==> config.mk <==
export PLATFORM = sky130hd
export DESIGN_NAME = spi_sck_gen_flat
export DESIGN_NICKNAME = d
export VERILOG_FILES = /design/src/rtl/spi_sck_gen_if.sv /design/src/rtl/spi_sck_gen.sv /design/src/flat_wrapper.sv
export SDC_FILE = /design/constraint.sdc
export NUM_CORES = 1
export LEC_CHECK = 0
export BUFFER_PORTS_ARGS = -buffer_cell sky130_fd_sc_hd__buf_2
export CAP_MARGIN = 5
export CORE_ASPECT_RATIO = 1.5
export CORE_MARGIN = 2
export CORE_UTILIZATION = 30
export CTS_CLUSTER_SIZE = 16
export DETAILED_ROUTE_END_ITERATION = 6
export SKIP_CTS_REPAIR_TIMING = 1
export SLEW_MARGIN = 40
export SYNTH_ARGS = -nofsm -noshare
export SYNTH_HDL_FRONTEND = slang
export SYNTH_SLANG_ARGS = --single-unit
==> constraint.sdc <==
create_clock -name clk -period 1.9 [get_ports clk]
set_input_delay 0.19 -clock clk [delete_from_list [all_inputs] [get_ports clk]]
set_output_delay 0.19 -clock clk [all_outputs]
set_load 0.1 [all_outputs]
==> src/rtl/spi_sck_gen_if.sv <==
// spi_sck_gen_if: control and strobe bundle between the
// SPI master control FSM and the SCK burst generator.
interface spi_sck_gen_if #(
  parameter int DIV_W = 16,
  parameter int CNT_W = 6
);

  logic             start;
  logic             abort;
  logic [DIV_W-1:0] div;
  logic [CNT_W-1:0] nbits;
  logic             cpol;
  logic             cpha;
  logic             sck;
  logic             busy;
  logic             done;
  logic             sample_tick;
  logic             shift_tick;

  modport master (
    output start,
    output abort,
    output div,
    output nbits,
    output cpol,
    output cpha,
    input  sck,
    input  busy,
    input  done,
    input  sample_tick,
    input  shift_tick
  );

  modport slave (
    input  start,
    input  abort,
    input  div,
    input  nbits,
    input  cpol,
    input  cpha,
    output sck,
    output busy,
    output done,
    output sample_tick,
    output shift_tick
  );

endinterface

==> src/rtl/spi_sck_gen.sv <==
// spi_sck_gen: programmable SCK burst generator with
// CPOL/CPHA, sample/shift strobes and start/busy/done.
module spi_sck_gen #(
  parameter int DIV_W = 16,
  parameter int CNT_W = 6
) (
  input logic          clk,
  input logic          rst_n,
  spi_sck_gen_if.slave bus
);

  typedef enum logic {
    IDLE,
    RUN
  } state_t;

  state_t           state;
  state_t           state_nx;

  logic [DIV_W-1:0] div_l;
  logic [DIV_W-1:0] div_nx;
  logic [CNT_W-1:0] nbits_l;
  logic [CNT_W-1:0] nbits_nx;
  logic             cpol_l;
  logic             cpol_nx;
  logic             cpha_l;
  logic             cpha_nx;

  logic [DIV_W-1:0] hc;
  logic [DIV_W-1:0] hc_nx;
  logic [CNT_W:0]   e;
  logic [CNT_W:0]   e_nx;

  logic             sck_q;
  logic             sck_nx;
  logic             busy_q;
  logic             busy_nx;
  logic             done_q;
  logic             done_nx;
  logic             smp_q;
  logic             smp_nx;
  logic             shf_q;
  logic             shf_nx;

  // Index of the final edge: 2*(nbits+1)-1, one bit
  // wider than nbits so it never wraps.
  logic [CNT_W:0]   last;
  logic             lead;

  assign last = {nbits_l, 1'b1};
  assign lead = ~e[0];

  // State, latched configuration, counters and outputs.
  always_ff @(posedge clk) begin
    if (!rst_n) begin
      state   <= IDLE;
      div_l   <= '0;
      nbits_l <= '0;
      cpol_l  <= 1'b0;
      cpha_l  <= 1'b0;
      hc      <= '0;
      e       <= '0;
      sck_q   <= 1'b0;
      busy_q  <= 1'b0;
      done_q  <= 1'b0;
      smp_q   <= 1'b0;
      shf_q   <= 1'b0;
    end else begin
      state   <= state_nx;
      div_l   <= div_nx;
      nbits_l <= nbits_nx;
      cpol_l  <= cpol_nx;
      cpha_l  <= cpha_nx;
      hc      <= hc_nx;
      e       <= e_nx;
      sck_q   <= sck_nx;
      busy_q  <= busy_nx;
      done_q  <= done_nx;
      smp_q   <= smp_nx;
      shf_q   <= shf_nx;
    end
  end

  // Next-state: accept start in IDLE, walk half-periods
  // and edges in RUN, abort overriding everything.
  always_comb begin
    state_nx = state;
    div_nx   = div_l;
    nbits_nx = nbits_l;
    cpol_nx  = cpol_l;
    cpha_nx  = cpha_l;
    hc_nx    = hc;
    e_nx     = e;
    sck_nx   = sck_q;
    busy_nx  = busy_q;
    done_nx  = 1'b0;
    smp_nx   = 1'b0;
    shf_nx   = 1'b0;

    unique case (state)
      IDLE: begin
        sck_nx  = bus.cpol;
        busy_nx = 1'b0;
        if (bus.start && !bus.abort) begin
          div_nx   = bus.div;
          nbits_nx = bus.nbits;
          cpol_nx  = bus.cpol;
          cpha_nx  = bus.cpha;
          hc_nx    = '0;
          e_nx     = '0;
          busy_nx  = 1'b1;
          state_nx = RUN;
        end
      end

      RUN: begin
        if (bus.abort) begin
          sck_nx   = cpol_l;
          busy_nx  = 1'b0;
          hc_nx    = '0;
          e_nx     = '0;
          state_nx = IDLE;
        end else if (hc == div_l) begin
          hc_nx  = '0;
          sck_nx = ~sck_q;
          e_nx   = e + 1'b1;
          smp_nx = cpha_l ? ~lead : lead;
          if (cpha_l) begin
            shf_nx = lead && (e != '0);
          end else begin
            shf_nx = !lead && (e != last);
          end
          if (e == last) begin
            done_nx  = 1'b1;
            busy_nx  = 1'b0;
            state_nx = IDLE;
          end
        end else begin
          hc_nx = hc + 1'b1;
        end
      end

      default: begin
        state_nx = IDLE;
      end
    endcase
  end

  assign bus.sck         = sck_q;
  assign bus.busy        = busy_q;
  assign bus.done        = done_q;
  assign bus.sample_tick = smp_q;
  assign bus.shift_tick  = shf_q;

endmodule

==> src/flat_wrapper.sv <==
// flat-port wrapper written by rule: the top's interface ports become plain ports
module spi_sck_gen_flat 
#(
  parameter int DIV_W = 16,
  parameter int CNT_W = 6
)
  (clk, rst_n, bus_start, bus_abort, bus_div, bus_nbits, bus_cpol, bus_cpha, bus_sck, bus_busy, bus_done, bus_sample_tick, bus_shift_tick);
  spi_sck_gen_if #(.DIV_W(DIV_W), .CNT_W(CNT_W)) bus_i ();
  input logic clk;
  input logic rst_n;
  input wire logic [$bits(bus_i.start)-1:0] bus_start;
  input wire logic [$bits(bus_i.abort)-1:0] bus_abort;
  input wire logic [$bits(bus_i.div)-1:0] bus_div;
  input wire logic [$bits(bus_i.nbits)-1:0] bus_nbits;
  input wire logic [$bits(bus_i.cpol)-1:0] bus_cpol;
  input wire logic [$bits(bus_i.cpha)-1:0] bus_cpha;
  output wire logic [$bits(bus_i.sck)-1:0] bus_sck;
  output wire logic [$bits(bus_i.busy)-1:0] bus_busy;
  output wire logic [$bits(bus_i.done)-1:0] bus_done;
  output wire logic [$bits(bus_i.sample_tick)-1:0] bus_sample_tick;
  output wire logic [$bits(bus_i.shift_tick)-1:0] bus_shift_tick;
  assign bus_i.start = bus_start;
  assign bus_i.abort = bus_abort;
  assign bus_i.div = bus_div;
  assign bus_i.nbits = bus_nbits;
  assign bus_i.cpol = bus_cpol;
  assign bus_i.cpha = bus_cpha;
  assign bus_sck = bus_i.sck;
  assign bus_busy = bus_i.busy;
  assign bus_done = bus_i.done;
  assign bus_sample_tick = bus_i.sample_tick;
  assign bus_shift_tick = bus_i.shift_tick;
  spi_sck_gen #(.DIV_W(DIV_W), .CNT_W(CNT_W)) u_core (.clk(clk), .rst_n(rst_n), .bus(bus_i));
endmodule
Yosys cells after proc, flatten, opt, wreduce, memory -nomap -nowiden
Cells that the tools add are included.
- $add $sub $neg: 2
- eq/ne operators: 6
- muxes and demuxes: 23
- bitwise operators: 5
- reductions and logical operators: 9
- operator list (operator ; count):
    $mux W16 ; 3
    $pmux W16 S2 ; 1
    $mux W7 ; 3
    $add A16 B1 Y16 const B ; 1
    $eq A16 B16 Y1 ; 1
    $pmux W7 S2 ; 1
    $mux W1 ; 12
    $add A7 B1 Y7 const B ; 1
    $eq A7 B7 Y1 ; 1
    $ne A7 B7 Y1 ; 1
    $reduce_bool A7 Y1 ; 1
    $ne A3 B3 Y1 const B ; 2
    $pmux W1 S2 ; 3
    $reduce_and A2 Y1 ; 3
    $not A1 Y1 ; 5
    $reduce_or A4 Y1 ; 1
    $logic_and A1 B1 Y1 ; 3
    $ne A2 B1 Y1 const B ; 1
    $logic_not A1 Y1 ; 1
- register bits: 53
- input bits: 28
- output and inout port bits: 5
- word-level logic and storage cells: 57

Depth between registers and ports, before layout
- word-level depth: 5
- gate-level depth with buffers: 7
- mapped depth without buffers: 6

Least setup slack after synthesis
Ideal clock, no wire load.
- kind: reg-to-reg
- from: register u_core.hc[7]
- to: register u_core.e[5]
- library setup time: 0.062 ns
- data arrival time: 1.616 ns
- data required time: 1.838 ns
- setup slack: 0.222 ns
- stages on the path, launching flop included: 7
- buffers on the path: 1
- period minus slack after synthesis: 1.678 ns
- cells stage by stage: dfxtp_1 > xor2_1 > nor4_1 > nand4_1 > buf_2 > or4_1 > nand3_1
- word-level cells in the longest chain between the ends: 3
- RTL lines (element ; line ; RTL):
    from (decl) ; spi_sck_gen.sv:29 ; logic [DIV_W-1:0] hc;
    from (signal assigned) ; spi_sck_gen.sv:74 ; hc <= hc_nx;
    $eq A16 B16 Y1 ; spi_sck_gen.sv:123 ; end else if (hc == div_l) begin
    $ne A3 B3 Y1 (no source line) ; n/a ;
    $reduce_and A2 Y1 (no source line) ; n/a ;
    to (signal assigned) ; spi_sck_gen.sv:75 ; e <= e_nx;
    to (decl) ; spi_sck_gen.sv:31 ; logic [CNT_W:0] e;
Every way passes these cells.
A chain may end at the register's enable or synchronous reset.

Final worst setup path
- from: register u_core.hc[8]
- to: register u_core.e[6]
The elaborated chain is that of the path after synthesis.

==> results.ini <==
[routing]
firstDrtPassIters = 4
drt-total-wl_um = 5970
drtAntennaViolNets = 0
drc = 0
routedWlPerCell_um = 13.3
drt_iter0_markers = 73
via_per_inst = 4.90
vias = 2200

[floorplanning]
die_area_um2 = 8880
io_pins = 33
std_cell_rows = 40
die_h_um = 114
core_area_um2 = 7960
die_x_um = 77.6
start_util_pct = 30.6

[power_and_ir_drop]
power_density_nw_per_um2 = 822
p_leak_nw = 1.24
power_mw = 2.47
max-vdd-ir-drop_mv = 0.665

[cts]
cts_buffer_depth = 2
cts-htree-levels = 2
root_buffer = clkbuf_16
cts_tree = built
insertion_delay_ns = 0.30
cts.clk_slew.worst_paths_ns = 0.07
numCtsBuffers = 5
clock_sinks = 53

[worst_setup_path]
critPathKind = register to register
path_cells = xor2_1 -> nor4_2 -> nand4_1 -> buf_6 -> or4_1 -> nand3_1
max_stage_delay_ns = 0.51
rr_endpoint = u_core.e[6]
cp-start-kind = register
crit_start = u_core.hc[8]
cp-end-kind = register
critPathSlowestCell = or4_1
r2r_slack_ns = 0.08
cp_max_fo = 6
r2r-start = u_core.hc[8]
reg2reg_depth = 6
crit_required_ns = 2.14
crit_arrival_ns = 2.07

[place]
dpl_cell_area_um2 = 2780
dp_slack_ns = 0.0199
place_congestion = 0.822
portBuffers = 32
dp_hpwl_um = 4420

[yosys]
netlist_area_um2 = 2440
synthFlopType = dfxtp_1
synth_edf_count = 0
synth_cell_type_count = 41
async_flop_share_pct = 0
syn_nets = 333
yosys_register_bits = 53
yosysSeqAreaShare_pct = 43.5
synth_top_area_share_pct = 43.5
synth.avg_cell_area_um2 = 8.07
ys_warn_count = 0
syn_inst = 302
yosysTopAreaCell = dfxtp_1
ys_top_cells_by_area = dfxtp_1 (44%), nand2_1 (11%), xor2_1 (9.7%)

[worst_hold_path]
holdCritStartpoint = bus_div[0]
min_to = u_core.div_l[0]
worst_hold_path.num_cells = 3
hold_path_class = input port to register

[final_layout]
seq_area_um2 = 1070
utilization_pct = 37.8
drive_gt1_share_pct = 20.3
num_antenna_cells = 0
area_delta_synth_final_pct = 23.2
layout_common_cells = nand2_1 (73), dfxtp_1 (49), buf_2 (33), xor2_1 (27), a21oi_1 (26)
fill_cells = 832
multiInputGateArea_um2 = 1320
final_common_cell = nand2_1
fin_nets = 374
fin_area_um2 = 3010

[sta]
hold_viol = 0
layout_min_cycle_time_ns = 1.82
whs_ns = 0.121
finalClockSkew_ns = 0.00843
worst_slack_ns = 0.0767
relSlewSlack_pct = 67.7
tightest_slew_ns = 0.485
rsz0062_at_grt = yes
slew_viol_final = 0
max_freq_mhz = 548
period_share_pct = 96.0
setup_viol_count_final = 0

[run_status]
status = complete, no violations

[global_route]
grt_max_degree = 26
overflow = 0
grt_pass1_wl_um = 10200
grt_use_total_pct = 14.3
antenna_found_initial = 0
grt_pass1_vias = 2235

[job]
drv_cap = 0

[synth_stat cells, drive strengths merged (2+ instances only)]
cell type	number
nand3	14
and2	3
nand3b	2
and4	2
buf	3
xnor2	5
xor2	27
nor2b	3
or4	4
dfxtp	53
o22ai	2
a31oi	2
nor2	17
mux2i	3
nand4	5
nand2	73
nor4	8
nor3	2
a21oi	27
ha	3
nand2b	2
clkbuf	13
o211ai	6
or3	2
o21ai	3
inv	5
and3	2
[power by group]
group	internal [mW]	switching, mW	total, mW
Sequential	1.14	0.0233	1.16
Combinational	0.103	0.160	0.263
Clock	0.624	0.419	1.04
[metal layers]
layer  share of wire (%)  GRT usage (%)  up-vias
met5                   0              0        -
met4                 2.7           7.26        0
met3                 2.2           1.81       12
met2                  55           28.2       36
met1                  40           14.4     1036
li1                    -              -     1116
[through the flow]
| stage | cells | setup TNS [ns] |
|---|---|---|
| CTS | 446 | -0.00648 |
| finish | 449 | 0 |
| global placement | 438 | 0 |
| floorplan | 302 | 0 |
| detailed placement | 438 | 0 |
| global route | 449 | -0.0449 |
[worst max-delay path by stage]
stage                  endpoint  depth (start not counted)
floorplan           u_core.e[5]                          6
global placement    u_core.e[4]                          6
detailed placement  u_core.e[4]                          6
CTS                 u_core.e[4]                          6
global route        u_core.e[2]                          6
finish              u_core.e[6]                          6
[final cells by class]
type | instances | area share, %
multi-input combinational | 227 | 43.9
sequential | 53 | 35.5
timing repair buffer | 50 | 9.87
tap | 105 | 4.37
clock buffer | 5 | 4.16
clock inverter | 3 | 1.46
inverter | 6 | 0.749
[worst max-delay path, delay by kind of cell (launching register included)]
family / cells / cell delay (ns)
simple gates: 4 / 1.09
xor+xnor: 1 / 0.16
flops: 1 / 0.34
buf+inv: 1 / 0.18
[cells by family (layout without fill, tap and decap cells)]
group	Yosys count	after routing	synth area share, %
buffers and inverters	22	64	3.49
muxes	3	3	1.23
adders and majority gates	3	3	1.54
AOI/OAI and AO/OA	49	49	12.3
DFF	53	53	43.5
xor gates and xnor gates	32	32	11.5
and+or+nand+nor	140	140	26.5
[state kept, by name, indices dropped and copies added (netlist names)]
name / cells
u_core.state: 1
u_core.e: 7
u_core.bus.sck: 1
u_core.bus.shift_tick: 1
u_core.div_l: 16
u_core.cpha_l: 1
u_core.bus.done: 1
u_core.hc: 16
u_core.bus.sample_tick: 1
u_core.bus.busy: 1
u_core.cpol_l: 1
u_core.nbits_l: 6
(Power assumes the default switching activity.)
